$ cat config.mk
export PLATFORM = sky130hd
export DESIGN_NAME = branch_redirect_ctrl
export DESIGN_NICKNAME = d
export VERILOG_FILES = /design/src/rtl/branch_redirect_ctrl.sv
export SDC_FILE = /design/constraint.sdc
export NUM_CORES = 1
export LEC_CHECK = 0
export CAP_MARGIN = 10
export CORE_ASPECT_RATIO = 0.75
export CORE_MARGIN = 3
export CORE_UTILIZATION = 46
export CTS_CLUSTER_DIAMETER = 200
export CTS_CLUSTER_SIZE = 12
export DETAILED_ROUTE_END_ITERATION = 10
export PLACE_DENSITY = 0.81
export SYNTH_ARGS = -nofsm -noshare
export SYNTH_HDL_FRONTEND = slang
export SYNTH_SLANG_ARGS = --single-unit
$ cat constraint.sdc
create_clock -name clk -period 3.1 [get_ports clk]
set_input_delay 0.31 -clock clk [delete_from_list [all_inputs] [get_ports clk]]
set_output_delay 0.31 -clock clk [all_outputs]
set_load 0.02 [all_outputs]
$ cat src/rtl/branch_redirect_ctrl.sv
// Front-end redirect sequencer: turns a resolved taken branch or an exception into a
// valid/ready redirect to fetch, flushes IF/ID and ID/EX until the new path is clean.
module branch_redirect_ctrl #(
  parameter int DRAIN_CYCLES = 1,
  parameter int CNT_W        = 32
) (
  input  logic             clk,
  input  logic             rst,
  input  logic             exmem_valid,
  input  logic             exmem_branch,
  input  logic             branch_state,
  input  logic [31:0]      final_target,
  input  logic             exc_req,
  input  logic [31:0]      exc_vector,
  output logic             redirect_valid,
  output logic [31:0]      redirect_pc,
  input  logic             redirect_ready,
  output logic             flush_front,
  output logic             busy,
  output logic [CNT_W-1:0] branch_cnt,
  output logic [CNT_W-1:0] taken_cnt
);

  // state | meaning
  // IDLE  | on the correct path, watching EX/MEM for redirects
  // REDIR | redirect_pc offered to fetch, waiting for redirect_ready
  // DRAIN | redirect accepted, flushing while fetch latency elapses
  typedef enum logic [1:0] {IDLE, REDIR, DRAIN} state_t;

  localparam int DW = (DRAIN_CYCLES > 1) ? $clog2(DRAIN_CYCLES) : 1;

  state_t          state;
  logic [DW-1:0]   drain_cnt;

  always_ff @(posedge clk) begin
    if (rst) begin
      state          <= IDLE;
      redirect_valid <= 1'b0;
      redirect_pc    <= '0;
      flush_front    <= 1'b0;
      busy           <= 1'b0;
      branch_cnt     <= '0;
      taken_cnt      <= '0;
      drain_cnt      <= '0;
    end else begin
      case (state)
        IDLE: begin
          if (exmem_valid && exmem_branch) begin
            if (branch_cnt != '1) branch_cnt <= branch_cnt + CNT_W'(1);
            if (branch_state && (taken_cnt != '1)) taken_cnt <= taken_cnt + CNT_W'(1);
          end
          // exception takes priority over a taken branch in the same cycle
          if (exc_req || (exmem_valid && branch_state)) begin
            redirect_pc    <= exc_req ? exc_vector : final_target;
            state          <= REDIR;
            redirect_valid <= 1'b1;
            flush_front    <= 1'b1;
            busy           <= 1'b1;
          end
        end
        REDIR: begin
          if (exc_req) begin
            redirect_pc <= exc_vector;
          end else if (redirect_ready) begin
            state          <= DRAIN;
            redirect_valid <= 1'b0;
            drain_cnt      <= DW'(DRAIN_CYCLES - 1);
          end
        end
        DRAIN: begin
          if (exc_req) begin
            redirect_pc    <= exc_vector;
            redirect_valid <= 1'b1;
            state          <= REDIR;
          end else if (drain_cnt == '0) begin
            state       <= IDLE;
            flush_front <= 1'b0;
            busy        <= 1'b0;
          end else begin
            drain_cnt <= drain_cnt - DW'(1);
          end
        end
        default: begin
          state          <= IDLE;
          redirect_valid <= 1'b0;
          flush_front    <= 1'b0;
          busy           <= 1'b0;
        end
      endcase
    end
  end

endmodule
== Word level (Yosys, flattened, before mapping) ==
Index checks and enable logic that the tools add are counted.

* Reduce and logical (&&, ||, !) cells: 15
* Add/subtract/negate cells: 3
* Bitwise logic cells: 1
* Equality and inequality tests: 12
* Mux-type cells: 21

{| class="wikitable"
|+ Operators with widths
! cell !! number
|-
| $mux W32 || 3
|-
| $add A32 B1 Y32 const B || 2
|-
| $ne A32 B32 Y1 const B || 2
|-
| $pmux W32 S2 || 1
|-
| $reduce_and A4 Y1 || 4
|-
| $ne A2 B2 Y1 const B || 6
|-
| $mux W2 || 5
|-
| $reduce_and A3 Y1 || 3
|-
| $mux W1 || 8
|-
| $pmux W1 S3 || 2
|-
| $pmux W2 S3 || 1
|-
| $reduce_bool A2 Y1 || 2
|-
| $logic_and A1 B1 Y1 || 3
|-
| $ne A3 B3 Y1 const B || 1
|-
| $eq A2 B1 Y1 const B || 1
|-
| $eq A2 B2 Y1 const B || 1
|-
| $logic_not A2 Y1 || 1
|-
| $ne A2 B1 Y1 const B || 1
|-
| $pmux W1 S2 || 1
|-
| $reduce_or A2 Y1 || 1
|-
| $logic_or A1 B1 Y1 || 1
|-
| $not A1 Y1 || 1
|-
| $sub A1 B1 Y1 const B || 1
|}

* Logic and storage cells: 59
* Bits of input ports: 71
* Bits in registers: 101
* Output and inout bits: 99

== Depth between registers and ports, before layout ==
Gate-level depths: netlist of the first run.

* Depth after elaboration: 4
* Gate-level depth with buffers: 9
* Mapped depth without buffers: 7

== Worst setup path before layout of the first run ==
Ideal clock, no wire load.

* Path kind: register to register
* From: reg state[0]
* To: reg taken_cnt[29]
* Clock period less this slack: 2,194 ps
* Buffers on the path: 2
* Stages on the path, launching flop included: 10
* Arrival time: 2,124 ps
* Slack: 906 ps
* Data required time: 3,030 ps
* Setup time: 70 ps
* Cells stage by stage: dfxtp_1 > inv_1 > ha_1 > buf_2 > nand4_1 > buf_2 > nor4_4 > nand4_2 > or4_1 > a21oi_1

* Longest elaborated chain between the ends: 2

{| class="wikitable"
|+ RTL lines
! what !! line !! RTL
|-
| start: declaration || 32 || <nowiki>state_t state;</nowiki>
|-
| start signal: assignment || 37 || <nowiki>state <= IDLE;</nowiki>
|-
| start signal: assignment || 55 || <nowiki>state <= REDIR;</nowiki>
|-
| start signal: assignment || 65 || <nowiki>state <= DRAIN;</nowiki>
|-
| $logic_not A2 Y1 || 46 || <nowiki>case (state)</nowiki>
|-
| $reduce_and A3 Y1 (no line) || - ||
|-
| end signal: assignment || 50 || <nowiki>if (branch_state && (taken_cnt != '1)) taken_cnt <= taken_cnt + CNT_W'(1);</nowiki>
|-
| end: declaration || 21 || <nowiki>output logic [CNT_W-1:0] taken_cnt</nowiki>
|}

Every way passes these cells.
A chain may end at the register's enable or synchronous reset.

== Final worst setup path of the first run ==
Same ends and word-level chain as after synthesis.

==> results of run 1 <==
-- logic make-up (layout without fill, tap and decap cells) --
group,after synthesis,count (layout),synth area share
buf+inv,55,206,0.0457
compound gates,168,168,0.208
xor+xnor,17,17,0.0297
mux,6,6,0.0132
fa+ha+maj,7,7,0.0175
simple gates,270,270,0.286
flops,100,100,0.400
-- per-stage QoR --
stage | power, mW | instance area (sq um) | util | cells | hold WS, ns
after floorplan | 2.56 | 5010 | - | 623 | 0.469
after global placement | 3.21 | 6780 | 0.649 | 894 | 0.482
after detailed placement | 3.25 | 6780 | 0.649 | 894 | 0.493
after CTS | 4.51 | 7120 | 0.681 | 910 | 0.462
after global routing | 4.72 | 7120 | 0.681 | 910 | 0.497
final | 4.46 | 7120 | 0.681 | 910 | 0.472
-- area by class of cell --
type / instances / area, sq um / area share
repair buffers: 179 / 1780 / 0.250
inverters: 11 / 41.3 / 0.00580
multi-input cells: 468 / 2790 / 0.392
clock inverters: 4 / 70.1 / 0.00984
clock buffers: 12 / 267 / 0.0374
well taps: 136 / 170 / 0.0239
flip-flops and latches: 100 / 2000 / 0.281
-- worst min-delay path by stage --
stage	slack [ns]	end	from
detailed placement	0.49	redirect_pc[10]	redirect_pc[10]
floorplan	0.47	redirect_pc[0]	final_target[0]
global placement	0.48	taken_cnt[13]	taken_cnt[13]
CTS	0.46	taken_cnt[14]	rst
finish	0.47	taken_cnt[16]	rst
global route	0.50	taken_cnt[16]	rst
-- registers in the layout (all words and copies together), names as in the netlist --
name,flops
branch_cnt,32
busy,1
redirect_pc,32
redirect_valid,1
state,2
taken_cnt,32
-- critical path: stages, from the launching register on --
cell	delay, ns
dfxtp_1	0.34
inv_1	0.11
ha_1	0.32
nand4_1	0.15
buf_4	0.20
nor4_4	0.41
nand4_2	0.29
or4_1	0.55
a21oi_1	0.17
-- cell usage after synthesis, types with 2 or more instances --
cell type    n  area share
a211oi_1     9       0.013
a21oi_1     47       0.047
a311oi_1    32       0.056
and2_1       4      0.0050
and3_1      10       0.012
and4_1       8       0.014
buf_1        4      0.0030
buf_2        9      0.0090
clkbuf_1    29       0.022
dfxtp_1    100        0.40
ha_1         7       0.017
inv_1       11      0.0082
mux2_1       4      0.0090
nand2_1     54       0.040
nand2b_1     2      0.0025
nand3_1     29       0.029
nand4_1     17       0.021
nand4_2      2      0.0050
nor2_1      68       0.051
nor2b_1      5      0.0062
nor3_1       8      0.0080
nor4_1      10       0.012
o211ai_1     2      0.0030
o21ai_0     49       0.049
o21ai_1     11       0.011
o31ai_1     13       0.019
or2_2        2      0.0025
or3_1       29       0.036
or4_1       14       0.021
xnor2_1     13       0.023
xor2_1       4      0.0070
-- power by group through the flow --
stage / clock network [mW] / registers (mW) / logic [mW]
finish: 1.25 / 1.61 / 1.61
global route: 1.33 / 1.63 / 1.76
CTS: 1.28 / 1.61 / 1.62
detailed placement: 0 / 1.63 / 1.62
global placement: 0 / 1.62 / 1.59
floorplan: 0 / 1.84 / 0.717
-- routing by layer --
metal  share of wire  wire [microns]  global-route usage  up-vias
met5               0               0                   0        -
met4           0.015             223              0.0580        0
met3           0.089            1290              0.0782       20
met2            0.46            6630               0.371      198
met1            0.44            6290               0.298     2456
li1                -               -                   -     2602
==> summary.txt, run 1 <==
Route
  – Post-DR vias/cell: 5.80
  – Antenna viol nets, final: 0
  – Pre-antenna DRT Iters: 5
  – Number of remaining DRC errors: 0
  – Vias: 5276
  – 1st-iter DRT viols: 409
  – Final wirelength: 14.4 mm
  – DR WL/cell: 15.9 microns

Pwr
  – Logic pwr share: 0.360
  – Pint: 2.94 mW
  – Reg power frac: 0.360
  – Switching share of power: 0.341
  – Leak: 2.34 nW
  – Clock power share: 0.280
  – Net Switching: 1.52 mW
  – Worst IR drop on VDD: 453 uV
  – Pwr/cell area: 627 nW/um^2

Finish
  – Share of cells above drive strength 1: 0.0504
  – Area growth from synthesis to layout: 42.2%
  – Most common cell after layout, fill and taps aside: clkdlybuf4s50_1
  – Fillers: 836
  – # diodes: 0
  – Most frequent cells in the layout: 168 x clkdlybuf4s50_1, 100 x dfxtp_1, 67 x nor2_1
  – Nets: 847

Die
  – I/O Pins: 170
  – Number of cell rows: 32
  – Die width: 126 microns
  – Core area: 10500 sq um
  – Die area: 12200 sq um
  – Initial core utilization: 0.479
  – Die height: 96.4 microns

STA
  – Final setup vio count: 0
  – Post-layout min period: 2.62 ns
  – Worst Tran Pin Value: 0.649 ns
  – Clock skew: 0.00633 ns
  – Setup_tns: 0 ns
  – Final Hold Vio Count: 0
  – Fin crit share: 0.846
  – Setup slack after layout: 0.477 ns
  – RSZ-0062 raised after global routing: false
  – Pins Over Slew Limit: 0
  – Slew headroom: 0.567
  – Top achievable clock speed: 381 MHz

Clock tree
  – Clk slew on worst S/H paths: 0.07 ns
  – Post-CTS Setup Bufs: 0
  – Root Buffer: clkbuf_16
  – CTS tree: done
  – Clk Latency, worst-skew pair: 0.34 ns
  – Clock buffer depth: 2
  – CTS buffer count: 9
  – # hold bufs at CTS: 0
  – CTS Sinks: 100
  – Resized Gates After CTS: 0
  – H-tree depth reported by CTS: 3

GRT
  – Total GRT Usage: 0.230
  – Initial antenna violation count: 0
  – First-pass GRT wire length: 23.2 mm
  – GRT Residual Overflow: 0
  – Vias in the first global route: 4743
  – Largest net degree at the start of global routing: 65

Yosys
  – Top_reg_cell synth: dfxtp_1
  – Syn_nets: 701
  – Count of different cell masters after synthesis: 48
  – Synth Register Bits: 100
  – Post-Syn Instances: 623
  – Post-synth ARST share: 0
  – Sequential area share after synthesis: 0.400
  – Mapped Avg Cell Area: 8.04 sq um
  – Yosys warns: 0
  – Post-synth EDFFs: 0
  – Post-synthesis instance area: 5010 sq um

Placement
  – IO Port Bufs: 169
  – Post-DP HPWL: 10.4 mm
  – Pre-CTS setup slack: 0.416 ns
  – Final GP Congestion: 0.853

Critical path
  – Worst endpoint data arrival time: 2.89 ns
  – Startpoint Class: register
  – CP Capture Type: register
  – Crit-path max FO: 10
  – Critical path startpoint: state[0]
  – Worst R2R Setup Slack: 0.48 ns
  – Worst R2R Path Depth: 8
  – CP required: 3.36 ns
  – Worst r2r dst: taken_cnt[29]
  – Setup CP Type: register to register
  – Worst setup path end: taken_cnt[29]
  – Worst r2r src: state[0]

Run
  – Max-Cap Viols: 0

Min path
  – Hold Crit Class: primary input to register
  – Hold path depth: 2

Outcome
  – Run status: finished, final reports clean
(Power assumes the default switching activity.)
==> run 2, diff against run 1 <==
- CORE_UTILIZATION: 46 -> 42
- PLACE_DENSITY: 0.81 -> 0.78
- clock period: 3.1 -> 2.3 ns (I/O delays scaled with it)
==> run 2 against run 1 <==
Against the previous run:
- sequential power grew 35%
- via count grew 4.1%
- count of clock-buffer cells in the layout shrank 3
- combinational power grew 43%
- register-to-register slack lost 0.37 ns
- wire length grew 3.4%
- worst setup slack lost 0.37 ns
- design area grew 3.8%
- clock power grew 33%
- clock skew is essentially flat
- non-clock buffer count grew 25
- critical path depth shrank 3
- largest cell class unchanged
- highest routed layer unchanged
==> summary.txt, run 2 (synthesized netlist as in run 1, its figures left out) <==
Route
  – 1st-iter DRT viols: 382 (was 409)
  – Post-DR vias/cell: 5.75 (was 5.80)
  – Pre-antenna DRT Iters: 5 (unchanged)
  – Final wirelength: 14.9 mm (was 14.4 mm)
  – Vias: 5494 (was 5276)
  – Antenna viol nets, final: 0 (unchanged)
  – Number of remaining DRC errors: 0 (unchanged)
  – DR WL/cell: 15.6 microns (was 15.9 microns)

Pwr
  – Pwr/cell area: 829 nW/um^2 (was 627 nW/um^2)
  – Total chip power: 6.13 mW (was 4.46 mW)
  – Worst IR drop on VDD: 678 uV (was 453 uV)
  – Leak: 2.48 nW (was 2.34 nW)

Die
  – Core area: 11300 sq um (was 10500 sq um)
  – I/O Pins: 170 (unchanged)
  – Initial core utilization: 0.444 (was 0.479)
  – Die height: 101 microns (was 96.4 microns)
  – Die width: 132 microns (was 126 microns)
  – Number of cell rows: 33 (was 32)
  – Die area: 13300 sq um (was 12200 sq um)

GRT
  – First-pass GRT wire length: 24.9 mm (was 23.2 mm)
  – GRT Residual Overflow: 0 (unchanged)
  – Largest net degree at the start of global routing: 65 (unchanged)
  – Vias in the first global route: 5131 (was 4743)
  – Total GRT Usage: 0.223 (was 0.230)
  – Initial antenna violation count: 0 (unchanged)

Critical path
  – CP required: 2.57 ns (was 3.36 ns)
  – Crit-path max FO: 7 (was 10)
  – Setup CP Type: register to register (unchanged)
  – Worst endpoint data arrival time: 2.46 ns (was 2.89 ns)
  – CP Capture Type: register (unchanged)
  – Startpoint Class: register (unchanged)

Placement
  – Post-DP HPWL: 10.9 mm (was 10.4 mm)
  – Final GP Congestion: 0.896 (was 0.853)
  – Pre-CTS setup slack: -0.0363 ns (was 0.416 ns)
  – IO Port Bufs: 169 (unchanged)

STA
  – RSZ-0062 raised after global routing: false (unchanged)
  – Pins Over Slew Limit: 0 (unchanged)
  – Final setup vio count: 0 (unchanged)
  – Slew headroom: 0.579 (was 0.567)
  – Clock skew: 0.00625 ns (was 0.00633 ns)
  – Hold WS: 0.380 ns (was 0.472 ns)
  – Setup slack after layout: 0.105 ns (was 0.477 ns)
  – Fin crit share: 0.955 (was 0.846)
  – Worst Tran Pin Value: 0.632 ns (was 0.649 ns)
  – Post-layout min period: 2.20 ns (was 2.62 ns)
  – Top achievable clock speed: 455 MHz (was 381 MHz)
  – Final Hold Vio Count: 0 (unchanged)

Finish
  – Most frequent cells in the layout: 168 x clkdlybuf4s50_1, 99 x dfxtp_1, 67 x nor2_1 (was 168 x clkdlybuf4s50_1, 100 x dfxtp_1, 67 x nor2_1)
  – Fillers: 946 (was 836)
  – # diodes: 0 (unchanged)
  – Largest registers: branch_cnt (32), redirect_pc (32), taken_cnt (32) (unchanged)
  – Share of cells above drive strength 1: 0.0876 (was 0.0504)
  – Area growth from synthesis to layout: 47.6% (was 42.2%)
  – Nets: 872 (was 847)
  – Most common cell after layout, fill and taps aside: clkdlybuf4s50_1 (unchanged)

Outcome
  – Run status: finished, final reports clean (unchanged)

Clock tree
  – Clock buffer depth: 2 (unchanged)
  – Root Buffer: clkbuf_16 (unchanged)
  – CTS tree: done (unchanged)
  – Clk slew on worst S/H paths: 0.07 ns (about the same)
  – CTS buffer count: 9 (unchanged)
  – H-tree depth reported by CTS: 3 (unchanged)
  – CTS Sinks: 100 (unchanged)
  – Clk Latency, worst-skew pair: 0.34 ns (about the same)

Min path
  – Hold Crit Class: primary input to register (unchanged)

Run
  – Max-Cap Viols: 0 (unchanged)
[run 2: layout make-up]
class,count,area [sq um],share of cell area
Multi-Input combinational cell,468,2820,0.382
Clock buffer,9,225,0.0305
Clock inverter,7,98.8,0.0134
Tap cell,157,196,0.0266
Timing Repair Buffer,204,2000,0.271
Sequential cell,100,2000,0.271
Inverter,11,43.8,0.00593
[run 2: critical path: stages, from the launching register on]
cell and delay (ns):
dfxtp_1 0.50, nand4_4 0.19, or3_1 0.43, or4_4 0.52, or3_1 0.31, a21oi_1 0.16
[run 2: path summary, 6_finish.rpt]
check / slack (ns) / startpoint / end / cells past startpoint
hold reg to reg: 0.50 / redirect_pc[25] / redirect_pc[25] / 2
setup / recovery: 0.10 / taken_cnt[3] / taken_cnt[30] / 5
setup reg to reg: 0.10 / taken_cnt[3] / taken_cnt[30] / 5
hold / removal: 0.38 / rst / taken_cnt[12] / 2
[run 2: report_power, final]
| group | switching, mW | leakage, nW | internal [mW] |
|---|---|---|---|
| clock | 0.698 | 0.156 | 0.962 |
| sequential | 0.166 | 0.815 | 2.00 |
| combinational | 1.28 | 1.51 | 1.02 |
[run 2: repair_timing]
item	CTS	global route
gates resized for setup	1	8
buffers inserted	0	2
endpoints found under the setup margin	1	18
hold buffers	0	0
pin swaps	0	4
endpoints found under the hold margin	0	0
[run 2: per-layer routing]
metal | track usage | share of wire
met3 | 0.0753 | 0.092
met5 | 0 | 0
met1 | 0.286 | 0.43
met4 | 0.0573 | 0.011
met2 | 0.363 | 0.46
[run 2: stage by stage]
| step | util | instance area, sq um | cells | setup TNS (ns) |
|---|---|---|---|---|
| final | 0.655 | 7390 | 956 | 0 |
| after global routing | 0.655 | 7390 | 956 | 0 |
| after CTS | 0.652 | 7350 | 954 | 0 |
| after detailed placement | 0.623 | 7020 | 938 | -0.0877 |
| after global placement | 0.623 | 7020 | 938 | 0 |
| after floorplan | - | 5010 | 623 | 0 |
